### src/rtl/tx_frame_serializer.sv
// Frame serializer: reads the Y/C one-bit frame buffer and sends frame sync, line syncs
// and data bits as a fixed-rate NRZ stream with a one-bit read prefetch.
module tx_frame_serializer #(
  parameter int unsigned BIT_TIME  = 25,
  parameter int unsigned LINE_BITS = 160,
  parameter int unsigned LINES     = 480,
  parameter logic [23:0] FRAME1    = 24'hAAB155,
  parameter logic [23:0] FRAME0    = 24'hAA8D55,
  parameter logic [7:0]  HSYNC     = 8'h55
) (
  input  logic        clk,
  input  logic        rstn,
  input  logic        Start,
  input  logic        Abort,
  output logic        ReadTxY,
  output logic        ReadTxC,
  output logic [16:0] ReadTxAdd,
  input  logic        ReadTxData,
  output logic        TxBit,
  output logic [5:0]  TxData,
  output logic        Busy,
  output logic        FrameDone,
  output logic        FrameOdd
);

  localparam logic [23:0] LSYNC_WORD = {16'h0000, HSYNC};
  localparam logic [7:0]  BT_LAST    = 8'(BIT_TIME - 1);
  localparam logic [7:0]  BT_CAP     = 8'(BIT_TIME - 2);
  localparam logic [7:0]  BT_FETCH   = 8'(BIT_TIME - 4);
  localparam logic [7:0]  LB_LAST    = 8'(LINE_BITS - 1);
  localparam logic [8:0]  LN_LAST    = 9'(LINES - 1);
  localparam logic [4:0]  SYNC_LAST  = 5'd23;

  typedef enum logic [1:0] {S_IDLE, S_FSYNC, S_LSYNC, S_DATA} state_t;

  state_t      state_q;
  logic [7:0]  bitcnt_q;
  logic [4:0]  sbit_q;
  logic [7:0]  lbit_q;
  logic [8:0]  line_q;
  logic [16:0] p_q;
  logic [22:0] sh_q;
  logic        data_q;
  logic        tx_q;
  logic        busy_q;
  logic        done_q;
  logic        odd_q;
  logic        rdy_q;
  logic        rdc_q;
  logic [16:0] addr_q;

  logic        fetch_c;
  logic [23:0] fsync_word_c;

  // A data sample is fetched one bit ahead: in the last line-sync bit or any non-final data bit.
  assign fetch_c = ((state_q == S_LSYNC) && (sbit_q == SYNC_LAST)) ||
                   ((state_q == S_DATA) && (lbit_q != LB_LAST));
  assign fsync_word_c = odd_q ? FRAME0 : FRAME1;

  always_ff @(posedge clk or negedge rstn) begin
    if (!rstn) begin
      state_q  <= S_IDLE;
      bitcnt_q <= '0;
      sbit_q   <= '0;
      lbit_q   <= '0;
      line_q   <= '0;
      p_q      <= '0;
      sh_q     <= '0;
      data_q   <= 1'b0;
      tx_q     <= 1'b0;
      busy_q   <= 1'b0;
      done_q   <= 1'b0;
      odd_q    <= 1'b0;
      rdy_q    <= 1'b0;
      rdc_q    <= 1'b0;
      addr_q   <= '0;
    end else begin
      done_q <= 1'b0;
      rdy_q  <= 1'b0;
      rdc_q  <= 1'b0;
      if (Abort) begin
        state_q  <= S_IDLE;
        bitcnt_q <= '0;
        sbit_q   <= '0;
        lbit_q   <= '0;
        line_q   <= '0;
        p_q      <= '0;
        tx_q     <= 1'b0;
        busy_q   <= 1'b0;
      end else if (state_q == S_IDLE) begin
        if (Start) begin
          state_q  <= S_FSYNC;
          bitcnt_q <= '0;
          sbit_q   <= '0;
          lbit_q   <= '0;
          line_q   <= '0;
          p_q      <= '0;
          sh_q     <= fsync_word_c[22:0];
          tx_q     <= fsync_word_c[23];
          busy_q   <= 1'b1;
        end
      end else begin
        bitcnt_q <= (bitcnt_q == BT_LAST) ? 8'd0 : bitcnt_q + 8'd1;

        if ((bitcnt_q == BT_FETCH) && fetch_c) begin
          rdy_q  <= ~p_q[0];
          rdc_q  <= p_q[0];
          addr_q <= {1'b0, p_q[16:1]};
          p_q    <= p_q + 17'd1;
        end

        if (bitcnt_q == BT_CAP) begin
          data_q <= ReadTxData;
        end

        // Bit boundary: choose the next bit to drive and advance the framing counters.
        if (bitcnt_q == BT_LAST) begin
          case (state_q)
            S_FSYNC, S_LSYNC: begin
              if (sbit_q == SYNC_LAST) begin
                sbit_q <= '0;
                if (state_q == S_FSYNC) begin
                  state_q <= S_LSYNC;
                  sh_q    <= LSYNC_WORD[22:0];
                  tx_q    <= LSYNC_WORD[23];
                end else begin
                  state_q <= S_DATA;
                  lbit_q  <= '0;
                  tx_q    <= data_q;
                end
              end else begin
                sbit_q <= sbit_q + 5'd1;
                sh_q   <= {sh_q[21:0], 1'b0};
                tx_q   <= sh_q[22];
              end
            end
            S_DATA: begin
              if (lbit_q == LB_LAST) begin
                lbit_q <= '0;
                if (line_q == LN_LAST) begin
                  state_q <= S_IDLE;
                  line_q  <= '0;
                  p_q     <= '0;
                  tx_q    <= 1'b0;
                  busy_q  <= 1'b0;
                  done_q  <= 1'b1;
                  odd_q   <= ~odd_q;
                end else begin
                  state_q <= S_LSYNC;
                  line_q  <= line_q + 9'd1;
                  sh_q    <= LSYNC_WORD[22:0];
                  tx_q    <= LSYNC_WORD[23];
                end
              end else begin
                lbit_q <= lbit_q + 8'd1;
                tx_q   <= data_q;
              end
            end
            default: state_q <= S_IDLE;
          endcase
        end
      end
    end
  end

  assign ReadTxY   = rdy_q;
  assign ReadTxC   = rdc_q;
  assign ReadTxAdd = addr_q;
  assign TxBit     = tx_q;
  assign TxData    = {6{tx_q}};
  assign Busy      = busy_q;
  assign FrameDone = done_q;
  assign FrameOdd  = odd_q;

endmodule

### config.mk
export PLATFORM = sky130hd
export DESIGN_NAME = tx_frame_serializer
export DESIGN_NICKNAME = d
export VERILOG_FILES = /design/src/rtl/tx_frame_serializer.sv
export SDC_FILE = /design/constraint.sdc
export NUM_CORES = 1
export LEC_CHECK = 0
export CELL_PAD_IN_SITES_DETAIL_PLACEMENT = 1
export CELL_PAD_IN_SITES_GLOBAL_PLACEMENT = 1
export CORE_ASPECT_RATIO = 0.7
export CORE_MARGIN = 3
export CORE_UTILIZATION = 47
export CTS_CLUSTER_DIAMETER = 40
export DETAILED_ROUTE_END_ITERATION = 8
export GPL_ROUTABILITY_DRIVEN = 0
export HOLD_SLACK_MARGIN = 0.05
export PLACE_DENSITY = 0.89
export SYNTH_ARGS = -nofsm -noshare
export SYNTH_HDL_FRONTEND = slang
export SYNTH_SLANG_ARGS = --single-unit
### constraint.sdc
create_clock -name clk -period 3 [get_ports clk]
set_clock_uncertainty 0.05 [all_clocks]
set_input_delay 0.6 -clock clk [delete_from_list [all_inputs] [get_ports clk]]
set_output_delay 0.6 -clock clk [all_outputs]
set_load 0.005 [all_outputs]
==> reports/qor.txt, run 1 <==
worst-margin pin slew: 762 ps
register area share after synthesis: 47.4%
Layout Nets: 538
root buffer cell: clkbuf_16
Die ar.: 12000 µm²
CP bufs+invs: 0
cts bufs inserted: 9
WL per Instance: 20.0 µm
Yosys top cell by area: dfrtp_1
Max-Slew Margin vs Limit: 49.0%
Pwr Density: 716 nW/µm²
Post-CTS Resized: 0
Filler cells: 1088
setup TNS: 0 ps
initial antenna violation count: 0
Tot Pwr: 0.00414 W
first-pass GRT wire length: 21900 µm
Placeable Area: 10000 µm²
critical path type: reg -> reg
CP Launch Point: bitcnt_q[6]
worst hold-check path type: in -> async
post-DP HPWL: 9150 µm
worst-path cell with the longest stage delay: or4b_1
Final Hold Viols: 0
fin crit share: 94.6%
Initial DRC Count: 260
status: finished, final reports clean
DRC viols: 0
Main synth FF type: dfrtp_1
pins over their slew limit: 0
hold_buf cts: 0
Synth Instances: 492
syn nets: 513
site row count: 30
CTS tree: yes
total wire length: 13000 µm
fin crit period: 2840 ps
Setup violations, final: 0
IR drop worst, VDD: 0.000288 V
width of the die: 129 µm
Initial DRT Pass Iterations: 5
Crit path required time: 3210 ps
postcts setup bufs: 0
Avg Synthesized Cell Area: 10.2 µm²
Syn Std Cell Area: 5010 µm²
gr ovfl total: 0
Layout area overhead: 15.3%
CTS max path bufs: 2
critical path, cell by cell: or4b_1 -> or2_1 -> a2111o_1 -> or4_1 -> a21oi_1
I/O Pins: 34
RSZ-0062 raised after global routing: no
Peak Freq: 352 MHz
Area contributors post-synth: dfrtp_1, ha_1, mux2i_1
layout cells sized above 1: 12.5%
Vias per Instance: 5.99
antenna-violating nets left: 0
n_diodes: 0
Clk Latency, worst-skew pair: 340 ps
top-area cell type share of the netlist area: 47.4%
startpoint types: register
Max Cap Viol: 0
crit path max fanout: 15
clk sink count: 95
vias in the first global route: 4185
Clock transition at path regs: 70 ps
leakage: 2.54 nW
vias: 3892
post-synth cell types: 54
H-tree depth: 3
GRT Overall Usage: 22.9%
largest net degree at the start of global routing: 96
Initial Util: 50.0%
Data arrival, critical path: 3040 ps
DIE HEIGHT: 92.4 µm
Port-buffer cells: 32
Yosys warnings: 0
crit-path leading delay family: simple AND/OR/NAND/NOR gates
crit-path max cell delay: 700 ps
CP Capture Type: register
worst r2r src: bitcnt_q[6]
#FFs+latches synth: 95
EDFF count, synth: 0
Async SR Flop Fraction: 100%
-- Yosys cell counts (all sizes together), types with 2 or more instances --
cell and n:
nand3b 2, a221oi 2, mux2i 19, nand3 22, a2111oi 2, and2 5, nor2b 7, o2111ai 2
and4 6, o211ai 3, or4 4, nor2 23, a22o 3, nand2 45, and3 9, or3 6
or2 4, or3b 2, nand4b 2, a21oi 26, o31ai 17, nand2b 3, xor2 8, ha 16
o41ai 3, mux2 23, o21ai 28, nor3 6, dfrtp 95, buf 15, a31oi 3, clkbuf 17
xnor2 7, a211oi 5, nand4 12, inv 30
-- registers in the layout, indices dropped and copies added, names as in the netlist, 2 cells and up --
| signal | flops |
|---|---|
| sh_q | 23 |
| lbit_q | 8 |
| p_q | 17 |
| bitcnt_q | 8 |
| line_q | 9 |
| ReadTxAdd | 16 |
| sbit_q | 5 |
| state_q | 2 |
-- layer usage --
metal | GRT usage (%) | up-vias | part of all wire (%)
met5 | 0 | - | 0
li1 | - | 1798 | -
met4 | 6.49 | 0 | 1.9
met2 | 36.0 | 90 | 46
met3 | 4.67 | 23 | 3.8
met1 | 32.1 | 1981 | 48
-- kinds of logic (layout without fill, tap and decap cells) --
logic type                 Yosys count  count (layout)  synth area share [%]
AOI/OAI and AO/OA                  100             100                  13.4
xor gates and xnor gates            15              15                  2.62
adders and majority gates           16              16                  3.99
buffers and inverters               62              92                  5.64
DFF                                 95              95                  47.4
muxes                               42              42                  9.71
other                                1               1                0.0748
and+or+nand+nor                    161             161                  17.1
-- cell type report --
class | instances | area, µm² | share of cell area (%)
well taps | 128 | 160 | 2.77
clock inverters | 6 | 109 | 1.88
inverters | 30 | 113 | 1.95
clock buffers | 10 | 229 | 3.96
multi-input cells | 335 | 2360 | 40.8
flip-flops and latches | 95 | 2380 | 41.1
repair buffers | 46 | 435 | 7.53
-- layout by cell type (no fill, tap or decap), types with 8 or more instances in the layout --
| master | count |
|---|---|
| dfrtp_1 | 95 |
| o21ai_0 | 28 |
| inv_1 | 30 |
| buf_4 | 14 |
| o31ai_1 | 17 |
| ha_1 | 16 |
| nand3_1 | 22 |
| nand2_1 | 43 |
| mux2_2 | 13 |
| clkdlybuf4s50_1 | 31 |
| a21oi_1 | 24 |
| and3_1 | 9 |
| clkbuf_16 | 9 |
| mux2i_1 | 19 |
| nor2_1 | 23 |
| nand4_1 | 12 |
| xor2_1 | 8 |
| mux2_4 | 10 |
-- worst register-to-register path, delay by kind of cell, from the launching register on --
family	cells	cell delay [ps]
AO/OA/AOI/OAI	2	810
flip-flops	1	410
AND/OR/NAND/NOR	3	1490
-- final timing paths --
| kind | end | slack [ps] | depth (start not counted) |
|---|---|---|---|
| min reg2reg | line_q[8] | 420 | 1 |
| max in group asynchronous | ReadTxAdd[9] | 2240 | 2 |
| min in group clk | line_q[8] | 420 | 1 |
| max | p_q[16] | 160 | 5 |
| max reg2reg | p_q[16] | 160 | 5 |
| min | FrameDone | 220 | 2 |
-- stage by stage --
step | hold WS [ps] | util [%] | worst slack (ps) | area (µm²) | std cells
4_1_cts | 280 | 57.7 | 154 | 5780 | 650
2_1_floorplan | 254 | - | 535 | 5010 | 492
5_1_grt | 287 | 57.7 | 22.1 | 5780 | 650
3_5_place_dp | 416 | 54.3 | 182 | 5440 | 634
3_3_place_gp | 412 | 54.3 | 309 | 5440 | 634
6_report | 218 | 57.7 | 163 | 5780 | 650
-- power breakdown --
group          switching (W)  internal [W]  total, W
Clock               0.000484      0.000813   0.00130
Sequential          0.000139       0.00145   0.00159
Combinational       0.000750      0.000503   0.00125
No activity file was read; power rests on OpenSTA's default activity.
==> run 2: changes to the inputs <==
CTS_CLUSTER_SIZE = 10   (was unset)
GPL_TIMING_DRIVEN = 0   (was unset)
==> run 2 against run 1 <==
Clock power fell by 4%. Clock-buffer cell count rose by 3. Combinational power rose by 6%. Global-route usage rose by 3.4 points. Sequential share of layout area fell by 0.64 points. Non-clock buffer count rose by 19. Design area rose by 1.6%. Setup slack got worse by 49 ps. Via count rose by 4.7%. Critical path type unchanged. Largest cell class is now multi-input combinational cells.
==> reports/qor.txt, run 2 (same netlist as run 1, synthesis figures left out) <==
status: finished, final reports clean (unchanged)
worst hold-check path type: in -> async (unchanged)
Sw Share: 34.3% (was 33.2%)
antenna-violating nets left: 0 (unchanged)
commonest non-fill, non-tap cells in the layout: dfrtp_1, nand2_1, clkdlybuf4s50_1 (unchanged)
worst-margin pin slew: 916 ps (was 762 ps)
FF-to-FF setup slack: 110 ps (was 160 ps)
critical path, cell by cell: ha_1 -> clkbuf_1 -> nand4b_1 -> a311o_1 -> clkbuf_1 -> a21oi_1 -> mux2i_1 -> nor2_1 (was or4b_1 -> or2_1 -> a2111o_1 -> or4_1 -> a21oi_1)
Gate power share: 31.7% (was 30.3%)
Layout area overhead: 17.2% (was 15.3%)
WL per Instance: 22.4 µm (was 20.0 µm)
hold_buf cts: 0 (unchanged)
Final Hold Viols: 0 (unchanged)
Crit path required time: 3160 ps (was 3210 ps)
first-pass GRT wire length: 24400 µm (was 21900 µm)
Clk Latency, worst-skew pair: 350 ps (was 340 ps)
post-DP HPWL: 10300 µm (was 9150 µm)
Layout Nets: 557 (was 538)
H-tree depth: 3 (unchanged)
cell-internal power: 0.00274 W (was 0.00277 W)
Top reg by flops: sh_q (unchanged)
pre-CTS setup slack: -172 ps (was 182 ps)
vias in the first global route: 4387 (was 4185)
max FFs per register: 23 (unchanged)
I/O Pins: 34 (unchanged)
Setup violations, final: 0 (unchanged)
clk sink count: 95 (unchanged)
initial antenna violation count: 0 (unchanged)
crit-path max cell delay: 450 ps (was 700 ps)
IR drop worst, VDD: 0.000287 V (was 0.000288 V)
n_diodes: 0 (unchanged)
Initial DRT Pass Iterations: 4 (was 5)
site row count: 30 (unchanged)
Initial DRC Count: 414 (was 260)
Pwr Density: 710 nW/µm² (was 716 nW/µm²)
worst-path cell with the longest stage delay: dfrtp_1 (was or4b_1)
fin worst setup slack: 114 ps (was 163 ps)
GRT Overall Usage: 26.3% (was 22.9%)
Placeable Area: 10000 µm² (unchanged)
layout cells sized above 1: 12.8% (was 12.5%)
part of the power in the clock network: 30.1% (was 31.3%)
fin crit share: 96.2% (was 94.6%)
final core utilization: 58.6% (was 57.7%)
postcts setup bufs: 0 (unchanged)
Die ar.: 12000 µm² (unchanged)
DRC viols: 0 (unchanged)
width of the die: 129 µm (unchanged)
leakage: 2.58 nW (was 2.54 nW)
CP bufs+invs: 2 (was 0)
fin crit period: 2890 ps (was 2840 ps)
crit path max fanout: 9 (was 15)
CTS max path bufs: 2 (unchanged)
CP Capture Type: register (unchanged)
most common cell after layout, fill and taps aside: dfrtp_1 (unchanged)
total wire length: 15000 µm (was 13000 µm)
Filler cells: 1104 (was 1088)
largest net degree at the start of global routing: 62 (was 96)
Data arrival, critical path: 3050 ps (was 3040 ps)
Initial Util: 50.0% (unchanged)
crit-path leading delay family: compound AO/OA/AOI/OAI gates (was simple AND/OR/NAND/NOR gates)
root buffer cell: clkbuf_16 (unchanged)
DIE HEIGHT: 92.4 µm (unchanged)
CTS tree: yes (unchanged)
cts bufs inserted: 9 (unchanged)
startpoint types: register (unchanged)
Port-buffer cells: 32 (unchanged)
Clock transition at path regs: 60 ps (was 70 ps)
pins over their slew limit: 0 (unchanged)
most used cell, CP: clkbuf_1
Max Cap Viol: 0 (unchanged)
Peak Freq: 346 MHz (was 352 MHz)
sequential power share: 38.2% (was 38.4%)
critical path type: reg -> reg (unchanged)
RSZ-0062 raised after global routing: no (unchanged)
Max-Slew Margin vs Limit: 38.5% (was 49.0%)
sw power: 0.00143 W (was 0.00137 W)
Vias per Instance: 6.09 (was 5.99)
gr ovfl total: 0 (unchanged)
vias: 4076 (was 3892)
-- run 2: cell count changes in the layout (fill, tap and decap cells not counted), moves of 2 or more --
cell / change
clkbuf_1: +17
buf_4: -5
buf_2: +4
buf_6: +2
clkbuf_8: +2
-- run 2: metrics by stage --
step / TNS [ps] / hold slack [ps] / power [W] / area (µm²) / std cells
6_report: 0 / 157 / 0.00417 / 5880 / 669
3_3_place_gp: -215970 / 410 / 0.00277 / 5500 / 652
3_5_place_dp: -1130 / 429 / 0.00288 / 5520 / 653
4_1_cts: 0 / 178 / 0.00416 / 5850 / 669
5_1_grt: 0 / 186 / 0.00439 / 5880 / 669
2_1_floorplan: 0 / 254 / 0.00241 / 5010 / 492
-- run 2: per-layer routing --
layer,up-vias,part of all wire (%),track usage (%)
li1,1828,-,-
met1,2121,46,37.3
met2,107,48,42.2
met3,20,4.2,4.38
met4,0,1.4,6.31
met5,-,0,0
-- run 2: what timing repair did --
| item | CTS | global route |
|---|---|---|
| setup endpoints to repair | 3 | 37 |
| gates resized for setup | 2 | 7 |
| pin swaps | 0 | 1 |
-- run 2: final cells by class --
| type | count | area (µm²) | share of cell area, % |
|---|---|---|---|
| multi-input cells | 335 | 2380 | 40.6 |
| repair buffers | 33 | 345 | 5.88 |
| well taps | 128 | 160 | 2.73 |
| inverters | 30 | 113 | 1.92 |
| plain buffers | 32 | 171 | 2.92 |
| flip-flops and latches | 95 | 2380 | 40.5 |
| clock buffers | 13 | 260 | 4.43 |
| clock inverters | 3 | 65.1 | 1.11 |
-- run 2: power groups by stage --
stage	logic, W	registers (W)	clock network [W]
3_5_place_dp	0.00127	0.00161	0
2_1_floorplan	0.000846	0.00156	0
5_1_grt	0.00145	0.00161	0.00133
4_1_cts	0.00130	0.00159	0.00127
3_3_place_gp	0.00118	0.00159	0
6_report	0.00132	0.00159	0.00125
-- run 2: worst paths after layout --
kind                            startpoint          to  cells past startpoint
worst max register to register  state_q[1]      p_q[1]                      8
worst max-delay path            state_q[1]      p_q[1]                      8
worst min register to register   line_q[8]   line_q[8]                      1
worst min-delay path                  rstn     sh_q[3]                      1
max in group asynchronous             rstn  state_q[0]                      2
min in group clk                 line_q[8]   line_q[8]                      1
